--- src/rtl/fetch_unit.sv ---
`default_nettype none
// ============================================================================
// Module      : fetch_unit
// Description : Instruction-fetch stage. Owns the program counter, drives the
//               asynchronous instruction memory, and computes the next PC from
//               the decoder's jump / branch / halt controls. A jump-target LUT
//               expands the 6-bit JR immediate into a full PC. A run/halt FSM
//               and a saturating retired-instruction counter provide the
//               start/done handshake.
// Revision    : 1.0 - initial release
// ============================================================================
module fetch_unit #(
    parameter int PC_WIDTH    = 10,
    parameter int INSTR_WIDTH = 9,
    parameter int LUT_DEPTH   = 64,
    parameter int CNT_WIDTH   = 16
) (
    input  logic                   clk,
    input  logic                   reset,
    input  logic                   start,
    output logic [PC_WIDTH-1:0]    imem_addr,
    input  logic [INSTR_WIDTH-1:0] imem_rdata,
    output logic [INSTR_WIDTH-1:0] instr_out,
    output logic                   instr_valid,
    input  logic                   jump,
    input  logic [5:0]             jump_idx,
    input  logic                   branch_taken,
    input  logic                   halt,
    input  logic                   lut_we,
    input  logic [5:0]             lut_waddr,
    input  logic [PC_WIDTH-1:0]    lut_wdata,
    output logic [PC_WIDTH-1:0]    pc_out,
    output logic                   done,
    output logic [CNT_WIDTH-1:0]   instr_count
);

    localparam logic [1:0] c_ST_IDLE   = 2'd0;
    localparam logic [1:0] c_ST_RUN    = 2'd1;
    localparam logic [1:0] c_ST_HALTED = 2'd2;

    logic [1:0]           r_state;
    logic [1:0]           w_state_next;
    logic [PC_WIDTH-1:0]  r_pc;
    logic [PC_WIDTH-1:0]  w_pc_next;
    logic [CNT_WIDTH-1:0] r_cnt;
    logic [PC_WIDTH-1:0]  r_lut [0:LUT_DEPTH-1];
    logic                 w_run;
    logic                 w_done;
    logic                 w_launch;

    // State register; reset always returns to IDLE
    always_ff @(posedge clk) begin
        if (reset) begin
            r_state <= c_ST_IDLE;
        end else begin
            r_state <= w_state_next;
        end
    end

    // Next-state logic; start is only meaningful outside RUN
    always_comb begin
        w_state_next = r_state;
        case (r_state)
            c_ST_IDLE:   if (start) w_state_next = c_ST_RUN;
            c_ST_RUN:    if (halt)  w_state_next = c_ST_HALTED;
            c_ST_HALTED: if (start) w_state_next = c_ST_RUN;
            default:     w_state_next = c_ST_IDLE;
        endcase
    end

    // State-decoded outputs and the launch strobe that restarts execution
    always_comb begin
        w_run    = (r_state == c_ST_RUN);
        w_done   = (r_state == c_ST_HALTED);
        w_launch = (r_state != c_ST_RUN) && start;
    end

    // Next-PC selection: halt > jump > taken branch > sequential
    always_comb begin
        w_pc_next = r_pc;
        if (w_launch) begin
            w_pc_next = '0;
        end else if (w_run) begin
            if (halt) begin
                w_pc_next = r_pc;
            end else if (jump) begin
                w_pc_next = r_lut[jump_idx];
            end else if (branch_taken) begin
                // Wraps modulo 2^PC_WIDTH by truncation
                w_pc_next = r_pc + PC_WIDTH'(2);
            end else begin
                w_pc_next = r_pc + PC_WIDTH'(1);
            end
        end
    end

    // Program counter register
    always_ff @(posedge clk) begin
        if (reset) begin
            r_pc <= '0;
        end else begin
            r_pc <= w_pc_next;
        end
    end

    // Retired-instruction counter: counts every RUN cycle, saturates at max
    always_ff @(posedge clk) begin
        if (reset) begin
            r_cnt <= '0;
        end else if (w_launch) begin
            r_cnt <= '0;
        end else if (w_run && !(&r_cnt)) begin
            r_cnt <= r_cnt + CNT_WIDTH'(1);
        end
    end

    // Jump-target LUT: writable only while not executing; never reset so
    // targets survive a reset mid-program
    always_ff @(posedge clk) begin
        if (lut_we && !w_run) begin
            r_lut[lut_waddr] <= lut_wdata;
        end
    end

    assign imem_addr   = r_pc;
    assign instr_out   = imem_rdata;
    assign pc_out      = r_pc;
    assign instr_valid = w_run;
    assign done        = w_done;
    assign instr_count = r_cnt;

endmodule
`default_nettype wire
--- config.mk ---
export PLATFORM = sky130hd
export DESIGN_NAME = fetch_unit
export DESIGN_NICKNAME = d
export VERILOG_FILES = /design/src/rtl/fetch_unit.sv
export SDC_FILE = /design/constraint.sdc
export NUM_CORES = 1
export LEC_CHECK = 0
export ABC_AREA = 0
export BUFFER_PORTS_ARGS = -buffer_cell sky130_fd_sc_hd__clkbuf_2
export CAP_MARGIN = 10
export CORE_ASPECT_RATIO = 0.5
export CORE_MARGIN = 2
export CORE_UTILIZATION = 45
export CTS_CLUSTER_DIAMETER = 120
export CTS_CLUSTER_SIZE = 28
export DETAILED_ROUTE_END_ITERATION = 12
export GPL_TIMING_DRIVEN = 0
export PLACE_DENSITY_LB_ADDON = 0.2
export SLEW_MARGIN = 10
export SYNTH_ARGS = -nofsm -noshare
export SYNTH_HDL_FRONTEND = slang
export SYNTH_SLANG_ARGS = --single-unit
--- constraint.sdc ---
create_clock -name clk -period 2.7 [get_ports clk]
set_input_delay 0.135 -clock clk [delete_from_list [all_inputs] [get_ports clk]]
set_output_delay 0.135 -clock clk [all_outputs]
set_load 0.005 [all_outputs]
==> flow_summary.yaml, run 1 <==
sta:
  period_share: 0.992
  hold_violations: 0
  fmax_mhz: 373
  slew_headroom: 0.182
  timing.final.crit_period_ns: 2.68
  setup_viol: 0
  finalSetupTns_ns: 0
  worst_slack_ns: 0.0216
  grt_setup_unrepaired: "no"
  tightest_slew_ns: 1.23
  drv_slew: 0
  finalClockSkew_ns: 0.0452
die:
  die_y_um: 176
  ios: 85
  fp.dieW_um: 348
  dieArea_sq_um: 61200
  start_util: 0.460
  num_rows: 62
  core_area_sq_um: 57900
clocking:
  cts.sink_count: 668
  cts_buffers: 27
  cts_tree: "done"
  root_buffer: "clkbuf_16"
  clk-insertion-delay-late_ns: 0.64
  cts_max_path_buffers: 3
  htreeDepth: 1
  clk_pin_slew_ns: 0.12
setup_path:
  r2r-end: "r_lut[55][3]"
  cp-end-kind: "register"
  worstSetupPathType: "in2reg"
  critPathMaxFanout: 10
  cp_slowest_stage_delay_ns: 0.77
  cp_common_cell: "clkbuf_1"
  start_kind: "input port"
  reg2reg_depth: 4
  r2r-start: "r_state[1]"
  cp.required_ns: 3.28
  crit_chain: "clkbuf_2, clkbuf_1, clkbuf_1, clkbuf_1, nor3_1, a211oi_1, nand3b_1"
  worst_ep_arrival_time_ns: 3.26
  crit_slowest_cell: "clkbuf_1"
  rrSetupSlack_ns: 0.24
power_and_ir_drop:
  power.share.switching: 0.226
  leakagePower_nw: 9.29
  combPwrFrac: 0.075
  seq_power_share: 0.640
  p_int_mw: 13.8
  clkPwrFrac: 0.286
  switchingPower_mw: 4.02
  peakVddDrop_v: 0.000576
  power_density_nw_per_um2: 597
route:
  drt-initial-drc-count: 2153
  drt-total-wl_um: 80600
  routed-via-count: 14700
  drc: 0
  routedWlPerCell_um: 34.8
  viasPerCell: 6.36
  ant_nets: 0
  firstDrtPassIters: 5
placed_design:
  place_worst_setup_slack_ns: -1.45
  dp_hpwl_um: 52400
  finalWeightedCongestion: 0.937
  port_buffers: 69
hold_path:
  holdPathEnd: "imem_addr[0]"
  holdPathStages: 3
  hp-start: "branch_taken"
  hold_path.class: "in2reg"
cells_and_area:
  nets: 1564
  final_layout_size_suffix_gt1_frac: 0.282
  synthToLayoutAreaGrowth_pct: 12.1
run_status:
  status: "completed"
yosys:
  synth_most_common_cell: "edfxtp_1"
  synth_warnings: 0
  synth_fp_nets: 1427
  synth.area.top_cells: "edfxtp_1 (72%), mux4_2 (13%), mux2i_1 (2.2%), dfxtp_1 (2.1%), nor2_1 (1.5%)"
  ys_ff_latch: 668
  synthFlopType: "edfxtp_1"
  synth_common_cells: "edfxtp_1 (640), mux4_2 (148), nor2_1 (108)"
  async_flop_share: 0
  seq_area_frac_synth: 0.743
  synth_top_area_cell: "edfxtp_1"
  synth_top_area_share: 0.722
  synth_cell_type_count: 58
  syn_area_sq_um: 26600
  synth_edf_count: 640
  avgSynthCellArea_sq_um: 19.2
  netlist_instances: 1386
global_route:
  antenna_found_initial: 7
  grt_pass1_wl_um: 111000
  grt_max_degree: 65
  grt_pass1_vias: 14300
  grtUsageTotal: 0.264
  overflow: 0
flow_run:
  maxCapViolCount: 0
==> repair_timing <==
item / CTS / global route
hold endpoints to repair: 6 / 0
setup buffers: 23 / 4
gates resized for setup: 127 / 19
cloned: 0 / 0
pin swaps: 18 / 6
setup endpoints to repair: 598 / 459
hold buffers: 3 / 0
==> worst max-delay path, delay by kind of cell <==
kind                   cells  cell delay [ns]
buffers and inverters      4             2.20
AND/OR/NAND/NOR            2             0.48
AO/OA/AOI/OAI              1             0.42
==> routing by layer <==
layer | wire length (um) | global-route usage | vias to the layer above
li1 | - | - | 5890
met1 | 33100 | 0.376 | 7935
met2 | 37400 | 0.420 | 761
met3 | 7720 | 0.0537 | 124
met4 | 2300 | 0.0685 | 2
met5 | 13 | 0 | -
==> stage by stage <==
step	hold WS (ns)	power, mW	instance area [sq um]	instances	utilization
2_1_floorplan	0.204	12.2	26600	1386	-
3_3_place_gp	0.344	12.9	27900	2223	0.482
3_5_place_dp	0.349	12.9	28100	2233	0.485
4_1_cts	0.0125	17.8	29600	2308	0.512
5_1_grt	0.0728	18.2	29800	2314	0.515
6_report	0.0258	17.8	29800	2315	0.515
==> worst max path at each step <==
stage	from	endpoint	slack (ns)	depth (start not counted)
after floorplan	jump_idx[0]	imem_addr[1]	0.65	9
after global placement	jump_idx[2]	imem_addr[6]	-1.47	7
after detailed placement	jump_idx[2]	imem_addr[6]	-1.45	7
after CTS	r_state[1]	r_lut[10][6]	-0.28	5
after global routing	jump_idx[2]	imem_addr[3]	0.009	8
final	jump_idx[5]	imem_addr[3]	0.02	7
==> power by group through the flow <==
stage	logic (mW)	clock network [mW]	registers (mW)
6_report	1.33	5.09	11.4
2_1_floorplan	0.627	0	11.6
5_1_grt	1.38	5.45	11.4
3_3_place_gp	1.23	0	11.6
3_5_place_dp	1.26	0	11.6
4_1_cts	1.30	5.11	11.4
==> sequential cells by signal, indices dropped and copies added (netlist names) <==
name and cells:
r_lut 640, imem_addr 10, instr_count 16, r_state 2
==> cell families (layout without fill, tap and decap cells) <==
group                    after synthesis  after routing  share of synthesized area
AO/OA/AOI/OAI                        116            116                     0.0304
XOR/XNOR                              13             13                    0.00428
AND/OR/NAND/NOR                      276            276                     0.0500
multiplexers                         209            209                      0.148
flip-flops                           668            668                      0.743
adder cells (fa/ha/maj)                3              3                    0.00141
buffers and inverters                101            259                     0.0223
other                                  0              3                          0
==> cell type report <==
type                       instances  area [sq um]
clock inverter                     1          8.76
multi-input combinational        617          6770
inverter                           9          33.8
tap                              768           961
fill                            4586         28100
sequential                       668         19800
antenna                            3          7.51
clock buffer                      49           779
timing repair buffer             110           906
buffer                            90           573
==> placed cells by master (no fill, tap or decap), types with 7 or more instances in the layout <==
cell / count
o21ai_0: 9
buf_6: 14
mux4_2: 148
inv_1: 8
a31oi_1: 9
mux2i_1: 58
edfxtp_1: 640
a22oi_1: 26
xnor2_1: 9
dfxtp_1: 28
nor2_4: 61
clkbuf_1: 40
and3_1: 8
nand3b_1: 7
nor4_1: 7
o21ai_1: 7
a21oi_1: 21
buf_4: 56
clkbuf_2: 63
nand3_1: 33
buf_2: 21
nor3_1: 18
nor2_1: 41
buf_12: 14
nand2_1: 34
clkbuf_16: 28
nor2b_1: 17
nand4_1: 8
(Power assumes the default switching activity.)
==> run 2, diff against run 1 <==
--- a/config.mk
+++ b/config.mk
@@ -15,7 +15,9 @@
 export CTS_CLUSTER_SIZE = 28
 export DETAILED_ROUTE_END_ITERATION = 12
 export GPL_TIMING_DRIVEN = 0
+export MAX_ROUTING_LAYER = met4
 export PLACE_DENSITY_LB_ADDON = 0.2
+export SETUP_SLACK_MARGIN = 0.3
 export SLEW_MARGIN = 10
 export SYNTH_ARGS = -nofsm -noshare
 export SYNTH_HDL_FRONTEND = slang
==> flow_summary.yaml, run 2 (synthesis gave the netlist of run 1 again) <==
cells_and_area:
  final.fill_count: 4521
  nets: 1589
  post-route-util: 0.522
  largest_reg_flops: 640
  largest-register: "r_lut"
  final_layout_size_suffix_gt1_frac: 0.300
  finalInstanceArea_sq_um: 30200
  layout_common_cells: "edfxtp_1 (640), mux4_2 (148), buf_4 (74), clkbuf_2 (65), nor2_4 (64)"
  final_common_cell: "edfxtp_1"
  synthToLayoutAreaGrowth_pct: 13.5
route:
  drt-initial-drc-count: 1975
  drt-total-wl_um: 81100
  viasPerCell: 6.36
  routedWlPerCell_um: 34.7
  routed-via-count: 14900
  firstDrtPassIters: 5
  ant_nets: 0
  drc: 0
setup_path:
  cp-end-kind: "register"
  critPathMaxFanout: 10
  worst_ep_arrival_time_ns: 2.86
  reg2reg_depth: 5
  worstSetupPathType: "in2reg"
  start_kind: "input port"
  cp.required_ns: 3.20
die:
  ios: 85
  die_y_um: 176
  core_area_sq_um: 57900
  start_util: 0.460
  fp.dieW_um: 348
  num_rows: 62
  dieArea_sq_um: 61200
placed_design:
  postPlaceCellArea_sq_um: 28100
  port_buffers: 69
  dp_hpwl_um: 52200
  finalWeightedCongestion: 0.920
clocking:
  clk-insertion-delay-late_ns: 0.62
  cts_buffers: 27
  cts.sink_count: 668
  cts_tree: "done"
  root_buffer: "clkbuf_16"
  cts_max_path_buffers: 3
  clk_pin_slew_ns: 0.12
  htreeDepth: 1
power_and_ir_drop:
  peakVddDrop_v: 0.000428
  power_density_nw_per_um2: 590
  leakagePower_nw: 9.48
sta:
  period_share: 0.874
  grt_setup_unrepaired: "no"
  finalClockSkew_ns: 0.0310
  fmax_mhz: 424
  timing.final.crit_period_ns: 2.36
  setup_viol: 0
  slew_headroom: 0.153
  tightest_slew_ns: 1.27
  drv_slew: 0
  hold_violations: 0
global_route:
  overflow: 0
  grtUsageTotal: 0.273
  antenna_found_initial: 5
  grt_pass1_wl_um: 112000
  grt_pass1_vias: 14300
  grt_max_degree: 65
run_status:
  status: "completed"
flow_run:
  maxCapViolCount: 0
hold_path:
  holdPathStages: 4
  hold_path.class: "in2reg"
## run 2: cell count changes in the layout (fill, tap and decap cells not counted), sizes merged
cell,previous run,this run
buf,112,133
dlygate4sd3,3,6
clkdlybuf4s15,1,3
clkbuf,133,132
diode,3,2
inv,10,9
## run 2: layout make-up
type / instances / area [sq um] / share of cell area
Inverter: 9 / 33.8 / 0.00112
Tap cell: 768 / 961 / 0.0318
Multi-Input combinational cell: 617 / 6850 / 0.227
Antenna cell: 2 / 5.00 / 0.000166
Buffer: 92 / 633 / 0.0210
Sequential cell: 668 / 19800 / 0.655
Clock buffer: 49 / 779 / 0.0258
Timing Repair Buffer: 133 / 1160 / 0.0386
## run 2: where the power goes
part           switching [mW]  internal (mW)  total (mW)
registers              0.0173           11.4        11.4
logic                   0.929          0.437        1.37
clock network            3.08           1.98        5.06
total                    4.02           13.8        17.8
## run 2: layer usage
layer  vias up  GRT usage  part of all wire
met2       867      0.418              0.46
met1      7911      0.379              0.41
met5         -          -                 0
met4         0     0.0658             0.028
met3       137     0.0571              0.11
li1       5951          -                 -
## run 2: per-stage QoR
step,power (mW),setup TNS (ns),cells,worst slack (ns),hold slack (ns)
after floorplan,12.2,0,1386,0.652,0.204
after global placement,12.9,-263.19,2223,-1.35,0.344
after detailed placement,12.9,-237.04,2233,-1.37,0.360
after CTS,17.8,0,2320,0.205,0.0551
after global routing,18.2,0,2338,0.307,0.0989
final,17.8,0,2338,0.340,0.0724
## run 2: worst paths after layout
| path | startpoint | endpoint | slack, ns |
|---|---|---|---|
| worst min register to register | instr_count[10] | instr_count[10] | 0.58 |
| worst max-delay path | jump_idx[4] | imem_addr[6] | 0.34 |
| worst max register to register | r_state[1] | r_lut[47][0] | 0.37 |
| worst min-delay path | jump | imem_addr[0] | 0.07 |
## run 2: critical path: stages
cell,delay (ns)
clkbuf_2,0.26
clkbuf_1,0.59
clkbuf_1,0.68
nand4_1,0.47
a2111oi_4,0.62
nor4_1,0.10
## run 2: what timing repair did
item                       in CTS  in global routing
hold endpoints to repair        6                 20
setup buffers                  33                 14
pin swaps                      16                 13
resized for setup             160                 22
hold buffers                    5                  1
setup endpoints to repair     660                486
==> run 3, diff against run 2 <==
--- a/config.mk
+++ b/config.mk
@@ -16,7 +16,7 @@
 export DETAILED_ROUTE_END_ITERATION = 12
 export GPL_TIMING_DRIVEN = 0
 export MAX_ROUTING_LAYER = met4
-export PLACE_DENSITY_LB_ADDON = 0.2
+export PLACE_DENSITY = 0.65
 export SETUP_SLACK_MARGIN = 0.3
 export SLEW_MARGIN = 10
 export SYNTH_ARGS = -nofsm -noshare
==> constraint.sdc (replaced) <==
create_clock -name clk -period 2.4 [get_ports clk]
set_input_delay 0.12 -clock clk [delete_from_list [all_inputs] [get_ports clk]]
set_output_delay 0.12 -clock clk [all_outputs]
set_load 0.005 [all_outputs]
==> flow_summary.yaml, run 3 (synthesis gave the netlist of run 1 again) <==
route:
  ant_nets: 0
  firstDrtPassIters: 5
  drt-total-wl_um: 81800
  drt-initial-drc-count: 2377
  drc: 0
  routedWlPerCell_um: 34.4
  routed-via-count: 15200
  viasPerCell: 6.40
run_status:
  status: "completed"
setup_path:
  cp-end-kind: "register"
  cp.required_ns: 2.89
  critPathMaxFanout: 10
  worstSetupPathType: "in2reg"
  r2r-end: "imem_addr[2]"
  reg2reg_depth: 4
  worst_ep_arrival_time_ns: 2.70
  rrSetupSlack_ns: 0.25
  r2r-start: "r_lut[34][2]"
  start_kind: "input port"
global_route:
  grt_pass1_wl_um: 114000
  grtUsageTotal: 0.276
  antenna_found_initial: 5
  grt_max_degree: 65
  overflow: 0
  grt_pass1_vias: 15100
cells_and_area:
  final_layout_size_suffix_gt1_frac: 0.332
  largest_reg_flops: 640
  nets: 1628
  synthToLayoutAreaGrowth_pct: 17.3
  final_common_cell: "edfxtp_1"
  layout_common_cells: "edfxtp_1 (640), mux4_2 (148), buf_4 (75), nor2_4 (68), clkbuf_2 (67)"
  largest-register: "r_lut"
sta:
  hold_violations: 0
  tightest_slew_ns: 1.35
  grt_setup_unrepaired: "yes"
  finalClockSkew_ns: 0.0368
  slew_headroom: 0.101
  hold_ws_ns: 0.0847
  fmax_mhz: 454
  drv_slew: 0
  worst_slack_ns: 0.197
  setup_viol: 0
  timing.final.crit_period_ns: 2.20
  period_share: 0.918
power_and_ir_drop:
  combPwrFrac: 0.080
  peakVddDrop_v: 0.000527
  seq_power_share: 0.636
  power_density_nw_per_um2: 645
  switchingPower_mw: 4.53
  power_mw: 20.1
  p_int_mw: 15.6
  clkPwrFrac: 0.284
  leakagePower_nw: 9.87
  power.share.switching: 0.225
die:
  start_util: 0.460
  die_y_um: 176
  num_rows: 62
  core_area_sq_um: 57900
  ios: 85
  fp.dieW_um: 348
  dieArea_sq_um: 61200
placed_design:
  dp_hpwl_um: 52200
  place_worst_setup_slack_ns: -1.58
  port_buffers: 69
  finalWeightedCongestion: 0.970
hold_path:
  hp-start: "lut_wdata[0]"
  holdPathEnd: "r_lut[42][0]"
  hold_path.class: "in2reg"
  holdPathStages: 1
clocking:
  htreeDepth: 1
  cts_tree: "done"
  cts.sink_count: 668
  cts_max_path_buffers: 3
  clk-insertion-delay-late_ns: 0.64
  root_buffer: "clkbuf_16"
  cts_buffers: 27
  clk_pin_slew_ns: 0.11
flow_run:
  maxCapViolCount: 0
## run 3: layout make-up
cell class	instances	area, sq um
buffer	92	727
sequential	668	19800
tap	768	961
clock inverter	2	38.8
clock buffer	47	751
inverter	9	33.8
fill	4418	26700
multi-input combinational	617	7040
antenna	2	5.00
timing repair buffer	172	1880
## run 3: power by group through the flow
| stage | clock (mW) | combinational (mW) | sequential, mW |
|---|---|---|---|
| 2_1_floorplan | 0 | 0.705 | 13.1 |
| 3_3_place_gp | 0 | 1.36 | 13.1 |
| 3_5_place_dp | 0 | 1.39 | 13.1 |
| 4_1_cts | 5.74 | 1.52 | 12.8 |
| 5_1_grt | 6.13 | 1.66 | 12.8 |
| 6_report | 5.72 | 1.60 | 12.8 |
## run 3: what timing repair did
item | CTS | global route
setup endpoints to repair | 665 | 312
setup buffers | 92 | 0
pin swaps | 65 | 2
hold endpoints to repair | 6 | 16
gates resized for setup | 209 | 57
hold buffers | 4 | 1
## run 3: per-layer routing
layer	share of wire	wire length, um	vias to the layer above	global-route usage
li1	-	-	6014	-
met1	0.37	30600	7958	0.360
met2	0.47	38200	1034	0.431
met3	0.12	9570	207	0.0677
met4	0.041	3350	0	0.0878
met5	0	0	-	-
## run 3: worst max-delay path by stage
stage,from,end,depth (start not counted)
2_1_floorplan,jump_idx[0],imem_addr[1],9
3_3_place_gp,jump_idx[5],imem_addr[6],7
3_5_place_dp,jump_idx[2],imem_addr[0],9
4_1_cts,jump_idx[2],imem_addr[0],9
5_1_grt,jump_idx[2],imem_addr[2],10
6_report,jump_idx[2],imem_addr[2],10
## run 3: per-stage QoR
step                setup TNS, ns  area [sq um]  utilization  instances
CTS                             0         31000        0.535       2372
global route                    0         31200        0.539       2377
detailed placement        -444.73         28000        0.484       2227
global placement          -445.95         27900        0.482       2223
finish                          0         31200        0.539       2377
floorplan                       0         26600            -       1386
## run 3: critical path: stages
cell and delay, ns:
buf_2 0.32, buf_6 0.29, buf_4 0.34, buf_4 0.35, mux2i_1 0.38, a22oi_1 0.15
nand4b_1 0.12, nand4_1 0.31, o21ai_1 0.24, a31oi_1 0.06
